## src/rtl/seq_div_4bit.sv

```systemverilog
// Iterative restoring divider for two's-complement operands: one trial subtract per clock.
// Optional DIV_EARLY_EXIT_EN: skip iteration when |dividend| < |divisor|.
module seq_div_4bit #(
  parameter int unsigned WIDTH = 4
) (
  input  logic             clk,
  input  logic             rst_n,
  input  logic             start,
  input  logic [WIDTH-1:0] dividend,
  input  logic [WIDTH-1:0] divisor,
  output logic             busy,
  output logic             done,
  output logic [WIDTH-1:0] quotient,
  output logic [WIDTH-1:0] remainder,
  output logic             Error
);

  localparam int unsigned CntW = $clog2(WIDTH + 1);
  localparam logic [WIDTH-1:0] QMin = {1'b1, {(WIDTH-1){1'b0}}};

  typedef enum logic [1:0] {StIdle, StDiv, StFix} state_e;

  state_e            state_q, state_d;
  logic [CntW-1:0]   count_q, count_d;
  logic [WIDTH-1:0]  prem_q, prem_d;
  logic [WIDTH-1:0]  sreg_q, sreg_d;
  logic [WIDTH-1:0]  dvs_mag_q, dvs_mag_d;
  logic              sign_dd_q, sign_dd_d;
  logic              sign_dv_q, sign_dv_d;
  logic              dz_q, dz_d;
  logic              busy_q, busy_d;
  logic              done_q, done_d;
  logic              err_q, err_d;
  logic [WIDTH-1:0]  quo_q, quo_d;
  logic [WIDTH-1:0]  rem_q, rem_d;

  logic [WIDTH-1:0]  dd_mag, dv_mag;
  logic              short_cut;
  logic [WIDTH:0]    shifted, trial;
  logic              q_neg, q_ovf;
  logic [WIDTH-1:0]  q_fix, r_fix;

  // -2^(WIDTH-1) negates to itself, which is the correct unsigned magnitude.
  assign dd_mag = dividend[WIDTH-1] ? -dividend : dividend;
  assign dv_mag = divisor[WIDTH-1] ? -divisor : divisor;

`ifdef DIV_EARLY_EXIT_EN
  assign short_cut = (divisor == '0) || (dd_mag < dv_mag);
`else
  assign short_cut = (divisor == '0);
`endif

  assign shifted = {prem_q, sreg_q[WIDTH-1]};
  assign trial   = shifted - {1'b0, dvs_mag_q};

  assign q_neg = sign_dd_q ^ sign_dv_q;
  assign q_fix = q_neg ? -sreg_q : sreg_q;
  assign r_fix = sign_dd_q ? -prem_q : prem_q;
  // Only a positive quotient of magnitude 2^(WIDTH-1) is unrepresentable.
  assign q_ovf = !q_neg && (sreg_q == QMin);

  always_ff @(posedge clk or negedge rst_n) begin
    if (!rst_n) begin
      state_q <= StIdle;
    end else begin
      state_q <= state_d;
    end
  end

  always_comb begin
    state_d = state_q;
    unique case (state_q)
      StIdle: if (start) state_d = short_cut ? StFix : StDiv;
      StDiv:  if (count_q == CntW'(1)) state_d = StFix;
      StFix:  state_d = StIdle;
      default: state_d = StIdle;
    endcase
  end

  always_comb begin
    count_d   = count_q;
    prem_d    = prem_q;
    sreg_d    = sreg_q;
    dvs_mag_d = dvs_mag_q;
    sign_dd_d = sign_dd_q;
    sign_dv_d = sign_dv_q;
    dz_d      = dz_q;
    busy_d    = busy_q;
    done_d    = 1'b0;
    err_d     = err_q;
    quo_d     = quo_q;
    rem_d     = rem_q;
    unique case (state_q)
      StIdle: begin
        if (start) begin
          sign_dd_d = dividend[WIDTH-1];
          sign_dv_d = divisor[WIDTH-1];
          dvs_mag_d = dv_mag;
          dz_d      = (divisor == '0);
          busy_d    = 1'b1;
          count_d   = CntW'(WIDTH);
          if (short_cut) begin
            // Quotient 0, remainder magnitude = |dividend|, so FIX rebuilds the dividend.
            prem_d = dd_mag;
            sreg_d = '0;
          end else begin
            prem_d = '0;
            sreg_d = dd_mag;
          end
        end
      end
      StDiv: begin
        if (trial[WIDTH]) begin
          prem_d = shifted[WIDTH-1:0];
          sreg_d = {sreg_q[WIDTH-2:0], 1'b0};
        end else begin
          prem_d = trial[WIDTH-1:0];
          sreg_d = {sreg_q[WIDTH-2:0], 1'b1};
        end
        count_d = count_q - CntW'(1);
      end
      StFix: begin
        quo_d  = dz_q ? '1 : q_fix;
        rem_d  = r_fix;
        err_d  = dz_q | q_ovf;
        done_d = 1'b1;
        busy_d = 1'b0;
      end
      default: ;
    endcase
  end

  always_ff @(posedge clk or negedge rst_n) begin
    if (!rst_n) begin
      count_q   <= '0;
      prem_q    <= '0;
      sreg_q    <= '0;
      dvs_mag_q <= '0;
      sign_dd_q <= 1'b0;
      sign_dv_q <= 1'b0;
      dz_q      <= 1'b0;
      busy_q    <= 1'b0;
      done_q    <= 1'b0;
      err_q     <= 1'b0;
      quo_q     <= '0;
      rem_q     <= '0;
    end else begin
      count_q   <= count_d;
      prem_q    <= prem_d;
      sreg_q    <= sreg_d;
      dvs_mag_q <= dvs_mag_d;
      sign_dd_q <= sign_dd_d;
      sign_dv_q <= sign_dv_d;
      dz_q      <= dz_d;
      busy_q    <= busy_d;
      done_q    <= done_d;
      err_q     <= err_d;
      quo_q     <= quo_d;
      rem_q     <= rem_d;
    end
  end

  assign busy      = busy_q;
  assign done      = done_q;
  assign quotient  = quo_q;
  assign remainder = rem_q;
  assign Error     = err_q;

endmodule

```

## config.mk

```make
export PLATFORM = sky130hd
export DESIGN_NAME = seq_div_4bit
export DESIGN_NICKNAME = d
export VERILOG_FILES = /design/src/rtl/seq_div_4bit.sv
export SDC_FILE = /design/constraint.sdc
export NUM_CORES = 1
export LEC_CHECK = 0
export ABC_AREA = 1
export CORE_ASPECT_RATIO = 0.8
export CORE_MARGIN = 2
export CORE_UTILIZATION = 27
export DETAILED_ROUTE_END_ITERATION = 10
export PLACE_DENSITY = 0.44
export SYNTH_ARGS = -nofsm -noshare
export SYNTH_HDL_FRONTEND = slang
export SYNTH_SLANG_ARGS = --single-unit
```

## constraint.sdc

```tcl
create_clock -name clk -period 1.75 [get_ports clk]
set_input_delay 0.35 -clock clk [delete_from_list [all_inputs] [get_ports clk]]
set_output_delay 0.35 -clock clk [all_outputs]
set_load 0.03 [all_outputs]
```

# Yosys cells after proc, flatten, opt, wreduce, memory -nomap -nowiden
# Cells that the tools add are included.
[word_totals]
regBits = 31
in_bits = 11
[op_classes]
n_addsub = 6
n_eq_ne = 6
mux = 22
bitwise = 2
n_reduce_logical = 10
[ops]
columns = ["operator", "count"]
rows = [
  ["4-bit 2-to-1 mux", 10],
  ["4-bit negator", 4],
  ["4-bit case mux with 2 select lines", 2],
  ["2-bit AND reduction", 4],
  ["2-bit 2-to-1 mux", 3],
  ["3-bit case mux with 2 select lines", 1],
  ["5-bit by 4-bit subtractor with 5-bit output", 1],
  ["4-bit == test (second input constant)", 1],
  ["4-bit logical NOT", 1],
  ["2-bit inequality test (second input constant)", 2],
  ["2-bit case mux with 2 select lines", 1],
  ["2-bit nonzero test", 2],
  ["3-bit by 1-bit == test with 1-bit output (second input constant)", 1],
  ["1-bit 2-to-1 mux", 3],
  ["3-bit 2-to-1 mux", 1],
  ["3-bit by 1-bit subtractor with 3-bit output (second input constant)", 1],
  ["2-bit by 1-bit == test with 1-bit output (second input constant)", 1],
  ["2-bit == test (second input constant)", 1],
  ["2-bit logical NOT", 1],
  ["1-bit case mux with 2 select lines", 1],
  ["1-bit logical AND", 1],
  ["1-bit logical NOT", 1],
  ["1-bit OR", 1],
  ["1-bit XOR", 1],
]

# Logic depth before layout (Yosys ltp)
[depth]
ltp_word = 5
ltp_mapped = 12
depth_no_buf = 12

# Least setup slack after synthesis
# OpenSTA, ideal clock, no wires.
[synth_timing]
path_type = "reg2reg"
start = "register sreg_q[3]"
end = "register prem_q[3]"
setup_ps = 77
t_arrival_ps = 1644
t_required_ps = 1673
slack_ps = 29
path_stages_with_launch = 13
path_buffers = 0
synth_period_minus_slack_ps = 1721
cell_sequence = "dfrtp_1 inv_1 ha_1 fa_1 inv_1 nand2_1 nand2_1 nand3_2 nand2_2 nand2_1 nand2_1 nand2_1 a21oi_1"
[synth_between]
elab_chain_len = 3
[synth_rtl]
columns = ["item", "line", "source"]
rows = [
  ["from (decl)", "26", "logic [WIDTH-1:0] sreg_q, sreg_d;"],
  ["from (signal assigned)", "150", "sreg_q <= sreg_d;"],
  ["5-bit by 4-bit subtractor with 5-bit output", "54", "assign trial = shifted - {1'b0, dvs_mag_q};"],
  ["4-bit 2-to-1 mux", "113", "if (trial[WIDTH]) begin"],
  ["4-bit case mux with 2 select lines", "93", "unique case (state_q)"],
  ["to (signal assigned)", "149", "prem_q <= prem_d;"],
  ["to (decl)", "25", "logic [WIDTH-1:0] prem_q, prem_d;"],
]
# Every way passes these cells.
# A chain may end at the register's enable or synchronous reset.

# Worst setup path in the final report
[layout_timing]
start = "register dvs_mag_q[0]"
end = "register prem_q[3]"
[layout_between]
elab_chain_len = 3
[layout_rtl]
columns = ["item", "line", "source"]
rows = [
  ["from (decl)", "27", "logic [WIDTH-1:0] dvs_mag_q, dvs_mag_d;"],
  ["from (signal assigned)", "151", "dvs_mag_q <= dvs_mag_d;"],
  ["5-bit by 4-bit subtractor with 5-bit output", "54", ""],
  ["4-bit 2-to-1 mux", "113", ""],
  ["4-bit case mux with 2 select lines", "93", ""],
]
# Every way passes these cells.

==> flow_metrics.env <==
export IMPL_drtAntennaViolNets=0
export IMPL_cp_required_ns=1.96
export IMPL_grt_max_degree=32
export IMPL_core_area_sq_mm=0.00641
export IMPL_peakVddDrop_mv=0.740
export IMPL_route_detailed_drc=0
export IMPL_crit_type="flop to flop"
export IMPL_fin_crit_sh=0.980
export IMPL_routed_wl_um=4120
export IMPL_syn2layout_area_growth_pct=34.6
export IMPL_cp_start_kind="flop"
export IMPL_syn_inst=216
export IMPL_vias=1501
export IMPL_rsz0062_at_grt="true"
export IMPL_relSlewSlack=0.728
export IMPL_mappedNetlistArea_sq_mm=0.00179
export IMPL_dieArea_sq_mm=0.00731
export IMPL_ys_flop_type="dfrtp_1"
export IMPL_rows=26
export IMPL_io_pins=22
export IMPL_setup_violations=0
export IMPL_layout_drive_gt1_share=0.209
export IMPL_grt_ovfl_total=0
export IMPL_end_kind="flop"
export IMPL_path_max_fanout=5
export IMPL_wire_per_inst_um=11.7
export IMPL_syn_nets=238
export IMPL_fin_crit_ns=1.72
export IMPL_initial_core_util=0.280
export IMPL_power_density_mw_per_mm2=1970
export IMPL_cts_made_buffers=5
export IMPL_die_x_um=95.1
export IMPL_hold_buffers=0
export IMPL_globalplace_congestion=0.772
export IMPL_avgSynthCellArea_sq_um=8.29
export IMPL_synth_seq_area_share=0.433
export IMPL_synth_top_area_frac=0.433
export IMPL_diodes=0
export IMPL_r2r_cells=11
export IMPL_yosys_warnings=0
export IMPL_grt_pass1_wl_um=6830
export IMPL_hold_path_class="input port to async pin"
export IMPL_fin_nets=289
export IMPL_fin_util=0.376
export IMPL_ctsLongestPathBuffers=2
export IMPL_dr_first_iter_drc_count=63
export IMPL_grt_use_total=0.122
export IMPL_synth_async_sr_flop_share=1.00
export IMPL_drt_pass1_iter_count=4
export IMPL_p_leak_nw=1.15
export IMPL_antenna_found_initial=0
export IMPL_arrival_ns=1.93
export IMPL_root_buffer="clkbuf_8"
export IMPL_yosysMostFrequentCell="nand2_1"
export IMPL_fmax_mhz=583
export IMPL_skew_ns=0.00364
export IMPL_synth_edf_count=0
export IMPL_hold_viol_final=0
export IMPL_drv_cap=0
export IMPL_worstSkewPairLatency_ns=0.28
export IMPL_grt_pass1_vias=1409
export IMPL_yosysUniqueCellTypes=32
export IMPL_die_h_um=76.9
export IMPL_viasPerCell=4.26
export IMPL_totalPowerFinal_w=0.00476
export IMPL_yosys_top_cells_area="dfrtp_1, nand2_1, ha_1, inv_1, nand3_1"
export IMPL_portBuffers=21
export IMPL_yosys_top_cells_count="nand2_1, dfrtp_1, inv_1"
export IMPL_slew_viol_final=0
export IMPL_synth_largest_area_cell="dfrtp_1"
export IMPL_cts_clk_slew_worst_paths_ns=0.07
export IMPL_tightest_slew_ns=0.408
export IMPL_status="complete, no violations"
export IMPL_synth_seq_cells=31
export IMPL_htree_num_levels=2
export IMPL_tritoncts="done"
export IMPL_dp_hpwl_um=3200
export IMPL_cts_sinks=31
worst paths after layout:
check,from,end,slack [ns]
max,dvs_mag_q[0],prem_q[3],0.03
min,rst_n,remainder[0],0.47
max reg2reg,dvs_mag_q[0],prem_q[3],0.03
min reg2reg,remainder[0],remainder[0],0.48
max in group asynchronous,rst_n,dvs_mag_q[1],0.99
min in group clk,remainder[0],remainder[0],0.48
metal layers:
layer,track usage,up-vias,wire [um]
met2,0.166,26,1650
met4,0.0304,0,36
met3,0.0373,5,198
met1,0.184,669,2230
met5,0,-,0
li1,-,801,-
cells by family after synthesis:
group                      synth area share
AOI/OAI and AO/OA                     0.126
adders and majority gates            0.0810
xor gates and xnor gates             0.0244
buffers and inverters                0.0873
DFF                                   0.433
and+or+nand+nor                       0.248
registers in the layout (all words and copies together) (netlist names), 2 cells and up:
signal,cells
state_q,2
prem_q,4
count_q,3
remainder,4
dvs_mag_q,4
quotient,4
sreg_q,4
layout make-up:
type,count,area [sq um]
flip-flops and latches,31,776
repair buffers,45,390
clock buffers,7,76.3
clock inverters,1,5.00
well taps,84,105
inverters,36,145
multi-input cells,148,913
fillers,668,4000
through the flow:
stage | setup WS [ns] | instance area [sq um] | setup TNS (ns) | std cells | hold slack, ns
2_1_floorplan | 0.0291 | 1790 | 0 | 216 | 0.0544
3_5_place_dp | -0.0958 | 2240 | -0.311 | 339 | 0.471
3_3_place_gp | -0.0792 | 2240 | -0.193 | 339 | 0.462
5_1_grt | -0.0548 | 2410 | -0.122 | 352 | 0.507
6_report | 0.0343 | 2410 | 0 | 352 | 0.470
4_1_cts | 0.0141 | 2330 | 0 | 347 | 0.482
worst max-delay path: stages, from the launching register on:
cell,delay [ns]
dfrtp_1,0.41
ha_4,0.18
fa_2,0.37
inv_2,0.08
nand2_2,0.05
nand2_2,0.08
nand3_4,0.10
nand2_4,0.10
nand2_1,0.05
nand2_1,0.05
nand2_1,0.06
a21oi_2,0.13
timing repair:
item	4_1_cts	5_1_grt
cloned	0	0
setup buffers	0	5
resized for setup	3	10
endpoints found under the setup margin	5	5
pin swaps	1	6
report_power, final:
group | internal [W] | total, W | leakage [nW] | switching [W]
Combinational | 0.00126 | 0.00291 | 0.728 | 0.00165
Sequential | 0.00105 | 0.00129 | 0.376 | 0.000244
Clock | 0.000279 | 0.000554 | 0.0422 | 0.000275
Total | 0.00259 | 0.00476 | 1.15 | 0.00217
cell usage in the layout (no fill, tap or decap), drive strengths merged, types with 3 or more instances in the layout:
cell type and count:
a21oi 9, a22oi 3, buf 24, clkbuf 7, clkdlybuf4s50 21, dfrtp 31
ha 10, inv 35, nand2 47, nand3 17, nor2 23, o21ai 19
or2 3, xor2 4
(Power assumes the default switching activity.)
